==> src/rtl/mem_arbiter_pkg.sv <==
// Shared types and helpers for the fetch/data memory arbiter.
package mem_arbiter_pkg;

  typedef enum logic [1:0] {
    IDLE   = 2'd0,
    I_BUSY = 2'd1,
    D_BUSY = 2'd2,
    RESP   = 2'd3
  } state_t;

  typedef enum logic {
    INSTR = 1'b0,
    DATA  = 1'b1
  } grant_t;

  localparam logic [1:0] WORD_ALIGN_MASK = 2'b11;

  function automatic logic is_misaligned(input logic [31:0] addr);
    return (addr[1:0] & WORD_ALIGN_MASK) != 2'b00;
  endfunction

  function automatic logic [31:0] word_addr(input logic [31:0] addr);
    return addr & {30'h3FFF_FFFF, ~WORD_ALIGN_MASK};
  endfunction

endpackage

==> src/rtl/mem_timeout_ctr.sv <==
// Counts memory cycles without acknowledge; expired flags the last allowed wait cycle.
module mem_timeout_ctr #(
  parameter int unsigned TIMEOUT_CYCLES = 255
) (
  input  logic clk,
  input  logic reset,
  input  logic i_clear,
  input  logic i_enable,
  output logic o_expired
);

  localparam int unsigned CW = $clog2(TIMEOUT_CYCLES + 1);
  localparam logic [CW-1:0] LAST_COUNT = CW'(TIMEOUT_CYCLES - 1);

  logic [CW-1:0] r_count;

  always_ff @(posedge clk or negedge reset) begin
    if (!reset) begin
      r_count <= '0;
    end else if (i_clear) begin
      r_count <= '0;
    end else if (i_enable) begin
      r_count <= r_count + CW'(1);
    end
  end

  // The cycle that would make the count reach TIMEOUT_CYCLES is the abort cycle.
  assign o_expired = i_enable && (r_count == LAST_COUNT);

endmodule

==> src/rtl/mem_arbiter.sv <==
// Round-robin arbiter: fetch and data channels onto one memory port with timeout.
// IDLE: arbitrate | I_BUSY: fetch on bus | D_BUSY: data on bus | RESP: one-cycle ack
module mem_arbiter
  import mem_arbiter_pkg::*;
#(
  parameter int unsigned TIMEOUT_CYCLES = 255,
  parameter logic [31:0] ERR_DATA       = 32'h0000_0000
) (
  input  logic        clk,
  input  logic        reset,
  input  logic        i_req,
  input  logic [31:0] i_addr,
  output logic [31:0] i_rdata,
  output logic        i_ack,
  output logic        i_err,
  input  logic        d_req,
  input  logic        d_we,
  input  logic [31:0] d_addr,
  input  logic [31:0] d_wdata,
  output logic [31:0] d_rdata,
  output logic        d_ack,
  output logic        d_err,
  output logic        m_req,
  output logic        m_we,
  output logic [31:0] m_addr,
  output logic [31:0] m_wdata,
  input  logic [31:0] m_rdata,
  input  logic        m_ack
);

  state_t      r_state;
  grant_t      r_last_grant;
  logic        r_i_ack, r_i_err, r_d_ack, r_d_err;
  logic [31:0] r_i_rdata, r_d_rdata;
  logic        r_m_req, r_m_we;
  logic [31:0] r_m_addr, r_m_wdata;

  logic        w_busy;
  logic        w_expired;
  logic        w_any_req;
  grant_t      w_grant;

  assign w_busy    = (r_state == I_BUSY) || (r_state == D_BUSY);
  assign w_any_req = i_req || d_req;

  always_comb begin
    w_grant = INSTR;
    if (i_req && d_req) begin
      w_grant = (r_last_grant == INSTR) ? DATA : INSTR;
    end else if (d_req) begin
      w_grant = DATA;
    end
  end

  mem_timeout_ctr #(
    .TIMEOUT_CYCLES(TIMEOUT_CYCLES)
  ) u_timeout (
    .clk      (clk),
    .reset    (reset),
    .i_clear  (!w_busy),
    .i_enable (w_busy && !m_ack),
    .o_expired(w_expired)
  );

  always_ff @(posedge clk or negedge reset) begin
    if (!reset) begin
      r_state      <= IDLE;
      r_last_grant <= INSTR;
      r_i_ack      <= 1'b0;
      r_i_err      <= 1'b0;
      r_d_ack      <= 1'b0;
      r_d_err      <= 1'b0;
      r_i_rdata    <= '0;
      r_d_rdata    <= '0;
      r_m_req      <= 1'b0;
      r_m_we       <= 1'b0;
      r_m_addr     <= '0;
      r_m_wdata    <= '0;
    end else begin
      r_i_ack   <= 1'b0;
      r_i_err   <= 1'b0;
      r_d_ack   <= 1'b0;
      r_d_err   <= 1'b0;
      r_i_rdata <= '0;
      r_d_rdata <= '0;
      case (r_state)
        IDLE: begin
          if (w_any_req) begin
            r_last_grant <= w_grant;
            if (w_grant == DATA) begin
              if (is_misaligned(d_addr)) begin
                r_state   <= RESP;
                r_d_ack   <= 1'b1;
                r_d_err   <= 1'b1;
                r_d_rdata <= ERR_DATA;
              end else begin
                r_state   <= D_BUSY;
                r_m_req   <= 1'b1;
                r_m_we    <= d_we;
                r_m_addr  <= word_addr(d_addr);
                r_m_wdata <= d_wdata;
              end
            end else begin
              r_state   <= I_BUSY;
              r_m_req   <= 1'b1;
              r_m_we    <= 1'b0;
              r_m_addr  <= word_addr(i_addr);
              r_m_wdata <= '0;
            end
          end
        end
        I_BUSY: begin
          if (m_ack) begin
            r_state   <= RESP;
            r_m_req   <= 1'b0;
            r_i_ack   <= 1'b1;
            r_i_rdata <= m_rdata;
          end else if (w_expired) begin
            r_state   <= RESP;
            r_m_req   <= 1'b0;
            r_i_ack   <= 1'b1;
            r_i_err   <= 1'b1;
            r_i_rdata <= ERR_DATA;
          end
        end
        D_BUSY: begin
          if (m_ack) begin
            r_state   <= RESP;
            r_m_req   <= 1'b0;
            r_d_ack   <= 1'b1;
            r_d_rdata <= r_m_we ? 32'h0000_0000 : m_rdata;
          end else if (w_expired) begin
            r_state   <= RESP;
            r_m_req   <= 1'b0;
            r_d_ack   <= 1'b1;
            r_d_err   <= 1'b1;
            r_d_rdata <= ERR_DATA;
          end
        end
        RESP: begin
          r_state <= IDLE;
        end
        default: begin
          r_state <= IDLE;
        end
      endcase
    end
  end

  assign i_ack   = r_i_ack;
  assign i_err   = r_i_err;
  assign i_rdata = r_i_rdata;
  assign d_ack   = r_d_ack;
  assign d_err   = r_d_err;
  assign d_rdata = r_d_rdata;
  assign m_req   = r_m_req;
  assign m_we    = r_m_we;
  assign m_addr  = r_m_addr;
  assign m_wdata = r_m_wdata;

endmodule

==> config.mk <==
export PLATFORM = sky130hd
export DESIGN_NAME = mem_arbiter
export DESIGN_NICKNAME = d
export VERILOG_FILES = /design/src/rtl/mem_arbiter_pkg.sv /design/src/rtl/mem_timeout_ctr.sv /design/src/rtl/mem_arbiter.sv
export SDC_FILE = /design/constraint.sdc
export NUM_CORES = 1
export LEC_CHECK = 0
export BUFFER_PORTS_ARGS = -buffer_cell sky130_fd_sc_hd__buf_4
export CAP_MARGIN = 20
export CORE_ASPECT_RATIO = 1.1
export CORE_MARGIN = 10
export CORE_UTILIZATION = 40
export DETAILED_ROUTE_END_ITERATION = 8
export GPL_TIMING_DRIVEN = 0
export PLACE_DENSITY_LB_ADDON = 0.08
export SYNTH_ARGS = -nofsm -noshare
export SYNTH_HDL_FRONTEND = slang
export SYNTH_HIERARCHICAL = 1
export SYNTH_SLANG_ARGS = --single-unit
==> constraint.sdc <==
create_clock -name clk -period 2.8 [get_ports clk]
set_input_delay 0.28 -clock clk [delete_from_list [all_inputs] [get_ports clk]]
set_output_delay 0.28 -clock clk [all_outputs]
set_load 0.02 [all_outputs]
==> summary.md, run 1 <==
| Metric | Value |
|---|---|
| Adder-cell share of the synthesized area | 1.05% |
| Fill cells | approximately 1200 |
| Final Max Tran Viols | 0 |
| WP data arrival | about 2.7 ns |
| Top-count cell post-synth | dfrtp_1 |
| Most frequent cells after synthesis | 143 x dfrtp_1, 37 x inv_1, 37 x nand2_1, 35 x mux2i_1, 33 x and3_1 |
| H-tree Lvls | 4 |
| Final wirelength | ~18000 um |
| Worst flop-to-flop path startpoint | r_state[0]$_DFFE_PN0P_ |
| Worst IR drop on VDD | between 0.4 and 0.5 mV |
| Synth Area in XOR/XNOR | less than 1% |
| Min-delay src | m_rdata[7] |
| Final Skew | 0.00555 ns |
| Met3 WL | 1900 um |
| Nets | 885 |
| Ys Warns | 6 |
| Sum Neg Setup Slack | 0 ns |
| Hold Crit Depth | 2 |
| Largest family of logic cells by synthesized area | multiplexers |
| CTS tree | built |
| Clock Sinks | ~140 |
| Synth Flop Type | dfrtp_1 |
| Simple-gate area share of the yosys netlist | a little under an eighth |
| DR WL/cell | 18.5 um |
| CTS Root Buffer Type | clkbuf_16 |
| Number of antenna violations at the first check in global routing | 0 |
| Setup violators final | 0 |
| Area growth syn-to-layout | 47.6% |
| All-Layer GR Usage | between 15 and 20% |
| Slew margin rel. | between 60% and 70% |
| Yosys top cell area share | about three fifths |
| First-pass GRT wire length | 27200 um |
| CP max FO | 8 |
| Vias per cell | between 4 and 5 |
| Post-CTS Setup Bufs | 0 |
| Pwr/cell area | 1000 nW/um2 |
| Critical setup path kind | register to register |
| Sequential cell area fraction in the yosys report | approximately three fifths |
| Cell area after synthesis | 5970 um2 |
| CP Data Required Time | approximately 3.1 ns |
| R2r worst-path depth | 10 |
| Reg2reg end | r_state[0]$_DFFE_PN0P_ |
| Post-synthesis mux area share | about a fifth |
| Setup crit start kind | register |
| Port buffer count | between 200 and 300 |
| Initial core utilization | roughly two fifths |
| Outcome | complete, no violations |
| Leakage | ~4.6 nW |
| Diode count | 0 |
| Clock transition at the registers of the reported paths | approximately 0.060 ns |
| Synth Area in Compound Gates | about 2.1% |
| Ranking of synthesized cells by area | dfrtp_1 60%, mux2_4 6.8%, mux2i_1 5.9% |
| Top layer in use | met4 |
| Pre-Repair DR Iteration Count | 4 |
| Post-route ant nets | 0 |
| Clk buf depth | 2 |
| Final Wtd Congestion | 0.825 |
| Worst-Margin Slew | slightly above 0.5 ns |
| Routed wl met2 | roughly 8900 um |
| FP Rows | between 40 and 50 |
| Worst Hold End | d_rdata[7]$_DFF_PN0_ |
| Total number of vias | ~4400 |
| Post-synth EDFFs | 0 |
| Crit end category | register |
| Worst Hold Class | primary input to register |
| Syn Area/Cell | approximately 13 um2 |
| Die width | between 100 and 150 um |
| Synth area leader | dfrtp_1 |
| Largest net degree at the start of global routing | roughly 100 |
| Post-synth cell types | 37 |
| Num ports | between 200 and 300 |
| WHS | around 0.076 ns |
| Period utilisation layout | a little under nine tenths |
| WL met1 | 6370 um |
| Residual DRC count | 0 |
| R2R Setup Slk | 0.41 ns |
| Hold Vio Cnt, Final | 0 |
| Max-Cap Viols | 0 |
| Syn Inst Count | between 400 and 500 |
| Ys async rst share | between 90% and 100% |
| Initial drt markers | between 150 and 200 |
| DP HPWL | approximately 14000 um |
| GR Overflow Total | 0 |
| Period minus WS final | 2.39 ns |
| Die height | 148 um |
| Die ar. | about 20000 um2 |
| CTS Buf Count | 17 |
| Fmax | 419 MHz |
| Unrepaired setup endpoints after global routing | no |
| Placeable core region | 14500 um2 |
| Share of post-route cells with drive strength above 1 | between 40 and 50% |
| Vias in the first global route | about 4900 |
| Clk Latency, worst-skew pair | ~0.42 ns |
| Post-synthesis register bit count | approximately 140 |
==> worst max path at each step <==
stage                           startpoint  cells after the start                     end
global placement                     m_ack                     10  r_state[0]$_DFFE_PN0P_
global route        r_state[0]$_DFFE_PN0P_                     10  r_state[0]$_DFFE_PN0P_
detailed placement                   m_ack                     10  r_state[0]$_DFFE_PN0P_
CTS                 r_state[0]$_DFFE_PN0P_                     10  r_state[0]$_DFFE_PN0P_
floorplan           r_state[0]$_DFFE_PN0P_                     10  r_state[0]$_DFFE_PN0P_
finish              r_state[0]$_DFFE_PN0P_                     10  r_state[0]$_DFFE_PN0P_
==> metrics by stage <==
stage	power [W]	instance area, um2	setup slack [ns]	cells	utilization [%]
final	0.00882	8810	0.412	950	60.7
after detailed placement	0.00671	8220	0.340	918	56.7
after floorplan	0.00514	5970	0.748	462	-
after CTS	0.00894	8810	0.371	950	60.7
after global routing	0.00934	8810	0.247	950	60.7
after global placement	0.00664	8190	0.348	917	56.5
==> what timing repair did <==
action | 4_1_cts | 5_1_grt
resized for setup | 0 | 0
hold endpoints to repair | 42 | 0
hold buffers | 1 | 0
==> worst max-delay path: stages (launching register included) <==
cell and delay [ns]:
dfrtp_1 0.37, inv_1 0.07, ha_1 0.38, inv_1 0.08
nor2_1 0.09, buf_4 0.18, nand4_1 0.11, nor2_1 0.29
nor2_1 0.11, a21oi_1 0.26, mux2_1 0.34
==> per-layer routing <==
| metal | track usage, % | vias to the layer above |
|---|---|---|
| met2 | 29.9 | 170 |
| met3 | 8.76 | 20 |
| met1 | 18.0 | 2115 |
| met5 | 0 | - |
| met4 | 6.08 | 0 |
| li1 | - | 2089 |
==> report_power, final <==
part	internal (W)	total, W	switching (W)
Clock	0.00134	0.00220	0.000867
Combinational	0.00173	0.00364	0.00191
Sequential	0.00267	0.00298	0.000312
==> cells in the final DEF (no fill, tap or decap), types with 4 or more instances in the layout <==
| master | netlist | final |
|---|---|---|
| mux2_4 | 27 | 27 |
| clkbuf_16 | 0 | 17 |
| mux2_1 | 4 | 4 |
| and2_1 | 31 | 31 |
| o21ai_0 | 6 | 6 |
| nand2_1 | 37 | 37 |
| buf_2 | 8 | 8 |
| buf_6 | 3 | 4 |
| inv_1 | 37 | 37 |
| mux2_2 | 30 | 30 |
| buf_4 | 4 | 266 |
| nor2_1 | 10 | 10 |
| and3_1 | 33 | 33 |
| dfrtp_1 | 143 | 143 |
| a21oi_1 | 5 | 5 |
| mux2i_1 | 35 | 35 |
| ha_1 | 5 | 5 |
| clkbuf_1 | 11 | 12 |
==> kinds of logic (layout without fill, tap and decap cells) <==
logic type | count (synthesis) | count (layout)
compound gates | 19 | 19
xor+xnor | 4 | 4
fa+ha+maj | 5 | 5
buf+inv | 66 | 362
flops | 143 | 143
mux | 96 | 96
other cells | 1 | 2
simple gates | 127 | 127
==> registers in the layout, indices dropped and copies added (netlist names), 2 cells and up <==
name / flops
m_addr: 30
u_timeout/r_count: 8
i_rdata: 32
r_state: 2
m_wdata: 32
d_rdata: 32
==> final cells by class <==
type                    instances  area [um2]  share of cell area, %
inverters                      37         139                   1.58
well taps                     192         240                   2.73
repair buffers                265        2020                   22.9
flip-flops and latches        143        3580                   40.6
clock buffers                  19         443                   5.03
clock inverters                12         136                   1.55
plain buffers                  29         190                   2.16
multi-input cells             253        2070                   23.5
No activity file was read; power rests on OpenSTA's default activity.
==> run 2: changes to the inputs <==
--- a/config.mk
+++ b/config.mk
@@ -7,9 +7,11 @@
 export LEC_CHECK = 0
 export BUFFER_PORTS_ARGS = -buffer_cell sky130_fd_sc_hd__buf_4
 export CAP_MARGIN = 20
+export CELL_PAD_IN_SITES_DETAIL_PLACEMENT = 1
+export CELL_PAD_IN_SITES_GLOBAL_PLACEMENT = 1
 export CORE_ASPECT_RATIO = 1.1
 export CORE_MARGIN = 10
-export CORE_UTILIZATION = 40
+export CORE_UTILIZATION = 36
 export DETAILED_ROUTE_END_ITERATION = 8
 export GPL_TIMING_DRIVEN = 0
 export PLACE_DENSITY_LB_ADDON = 0.08
==> run 2 against run 1 <==
Effect of this change:
- critical path depth did not move
- sequential cell count unchanged
- clock power is 8% higher
- non-clock buffer count did not move
- register-to-register slack better by 0.04 ns
- via count rose by 2.1%
- critical path type unchanged
- critical endpoint unchanged
- highest routed layer unchanged
==> summary.md, run 2 (synthesis gave the netlist of run 1 again) <==
| Metric | Value |
|---|---|
| Outcome | complete, no violations |
| WL met1 | 7210 um (+13%) |
| Period minus WS final | 2.34 ns (-0.0448 ns) |
| Period utilisation layout | 83.7% (-1.6 points) |
| Post-CTS Setup Bufs | 0 (unchanged) |
| Final Skew | 0.00541 ns (-0.000142 ns) |
| WP data arrival | 2.65 ns (-0.03 ns) |
| WHS | 0.0702 ns (-0.00536 ns) |
| Num ports | 268 (unchanged) |
| Critical setup path kind | register to register |
| FF+latch area | 3580 um2 (unchanged) |
| GR Overflow Total | 0 (unchanged) |
| Area of the multi-input gates | 2070 um2 (unchanged) |
| Vias in the first global route | 5040 (+2.4%) |
| Worst IR drop on VDD | 0.475 mV (+6.9%) |
| Pre-Repair DR Iteration Count | 4 (unchanged) |
| H-tree Lvls | 4 (unchanged) |
| Setup crit start kind | register |
| Clock Sinks | 143 (unchanged) |
| Fill cells | 1713 (+38%) |
| Nets | 885 (unchanged) |
| FP Rows | 49 (+6.5%) |
| Die height | 155 um (+4.7%) |
| Crit path capture | r_state[0]$_DFFE_PN0P_ |
| Diode count | 0 (unchanged) |
| CP max FO | 8 (unchanged) |
| Clk Latency, worst-skew pair | 0.42 ns (about the same) |
| Initial core utilization | 36.6% (-4.6 points) |
| Final wirelength | 19300 um (+9.8%) |
| Die width | 143 um (+4.6%) |
| Die ar. | 22100 um2 (+9.5%) |
| Routed wl met2 | 9540 um (+7.0%) |
| CP Data Required Time | 3.10 ns (about the same) |
| CTS Root Buffer Type | clkbuf_16 |
| R2R Setup Slk | 0.46 ns (+0.04 ns) |
| Clock transition at the registers of the reported paths | 0.06 ns (about the same) |
| Sum Neg Setup Slack | 0 ns (unchanged) |
| Setup violators final | 0 (unchanged) |
| Hold Crit Depth | 2 (unchanged) |
| Worst flop-to-flop path startpoint | r_state[0]$_DFFE_PN0P_ |
| Share of post-route cells with drive strength above 1 | 49.0% (+0.067 points) |
| All-Layer GR Usage | 17.6% (+0.14 points) |
| Post-route ant nets | 0 (unchanged) |
| DP HPWL | 15000 um (+9.1%) |
| Reg2reg end | r_state[0]$_DFFE_PN0P_ |
| Vias per cell | 4.66 (+0.76%) |
| Number of antenna violations at the first check in global routing | 0 (unchanged) |
| Final Wtd Congestion | 0.746 (-9.6%) |
| Slew margin rel. | 54.5% (-12 points) |
| Placeable core region | 16300 um2 (+12%) |
| Unrepaired setup endpoints after global routing | no |
| Crit end category | register |
| Port buffer count | 263 (unchanged) |
| First-pass GRT wire length | 29800 um (+9.7%) |
| Top layer in use | met4 |
| Largest net degree at the start of global routing | 73 (-28%) |
| Initial drt markers | 141 (-17%) |
| Total number of vias | 4488 (+2.1%) |
| Met3 WL | 2150 um (+13%) |
| Residual DRC count | 0 (unchanged) |
| Min-delay src | m_rdata[8] |
| Max-Cap Viols | 0 (unchanged) |
| R2r worst-path depth | 10 (unchanged) |
| Post-Place Cells | 930 (+1.3%) |
| DR WL/cell | 20.0 um (+8.3%) |
| Hold Vio Cnt, Final | 0 (unchanged) |
| Worst-Margin Slew | 0.682 ns (+0.178 ns) |
| Area growth syn-to-layout | 48.5% |
| Most common cell after layout, fill and taps aside | buf_4 |
| Pwr/cell area | 1020 nW/um2 (+2.0%) |
| CTS tree | built |
| CTS Buf Count | 17 (unchanged) |
| Power, Total | 0.00906 W (+2.7%) |
| Crit. Startpoint | r_state[0]$_DFFE_PN0P_ |
| Fin cells | 963 (+1.4%) |
| # resized after CTS | 0 (unchanged) |
| Final Max Tran Viols | 0 (unchanged) |
| Final core occ | 54.4% (-6.4 points) |
| Fmax | 427 MHz (+1.9%) |
| Worst Hold Class | primary input to register |
| Most frequent cells in the layout | 266 x buf_4, 143 x dfrtp_1, 37 x inv_1, 37 x nand2_1, 35 x mux2i_1 |
| Clk buf depth | 2 (unchanged) |
| Leakage | 4.66 nW (+0.60%) |
## run 2: cell types whose count changed in the layout (fill, tap and decap cells not counted), sizes merged
cell	previous run	this run
bufinv	2	4
clkbuf	30	29
clkinv	4	8
clkinvlp	3	1
inv	40	38
## run 2: repair_timing
item                                   CTS  global route
hold buffers                             1             0
endpoints found under the hold margin   71             0
setup endpoints to repair                0             0
## run 2: where the power goes
group	switching [W]	leakage (nW)	internal, W	total, W
clock network	0.000890	0.304	0.00149	0.00238
registers	0.000316	1.88	0.00267	0.00298
logic	0.00196	2.47	0.00173	0.00369
total	0.00317	4.66	0.00589	0.00906
## run 2: worst min path at each step
stage | to | slack [ns]
floorplan | d_ack$_DFF_PN0_ | -0.02
global placement | m_addr[31]$_DFFE_PN0P_ | 0.47
detailed placement | m_wdata[16]$_DFFE_PN0P_ | 0.34
CTS | d_rdata[8]$_DFF_PN0_ | 0.05
global route | d_rdata[8]$_DFF_PN0_ | 0.06
finish | d_rdata[8]$_DFF_PN0_ | 0.07
## run 2: final cells by class
| cell class | instances | share of cell area (%) |
|---|---|---|
| Sequential cell | 143 | 40.4 |
| Multi-Input combinational cell | 253 | 23.3 |
| Timing Repair Buffer | 265 | 22.7 |
| Clock buffer | 18 | 4.84 |
| Tap cell | 204 | 2.88 |
| Clock inverter | 14 | 2.16 |
| Buffer | 29 | 2.15 |
| Inverter | 37 | 1.57 |
## run 2: through the flow
stage	cell area [um2]	setup WS [ns]
3_3_place_gp	8200	0.409
2_1_floorplan	5970	0.748
4_1_cts	8860	0.430
6_report	8860	0.457
3_5_place_dp	8230	0.373
5_1_grt	8860	0.214
## run 2: per-layer routing
layer  GRT usage (%)  up-vias
li1                -     2094
met1            18.6     2203
met2            29.4      173
met3            8.86       18
met4            6.69        0
met5               0        -
## run 2: critical path, cell delays in order (launching register included)
cell     delay (ns)
dfrtp_1        0.37
inv_1          0.07
ha_1           0.38
inv_1          0.08
nor2_1         0.09
buf_4          0.18
nand4_1        0.11
nor2_1         0.24
nor2_1         0.11
a21oi_1        0.26
mux2_1         0.35
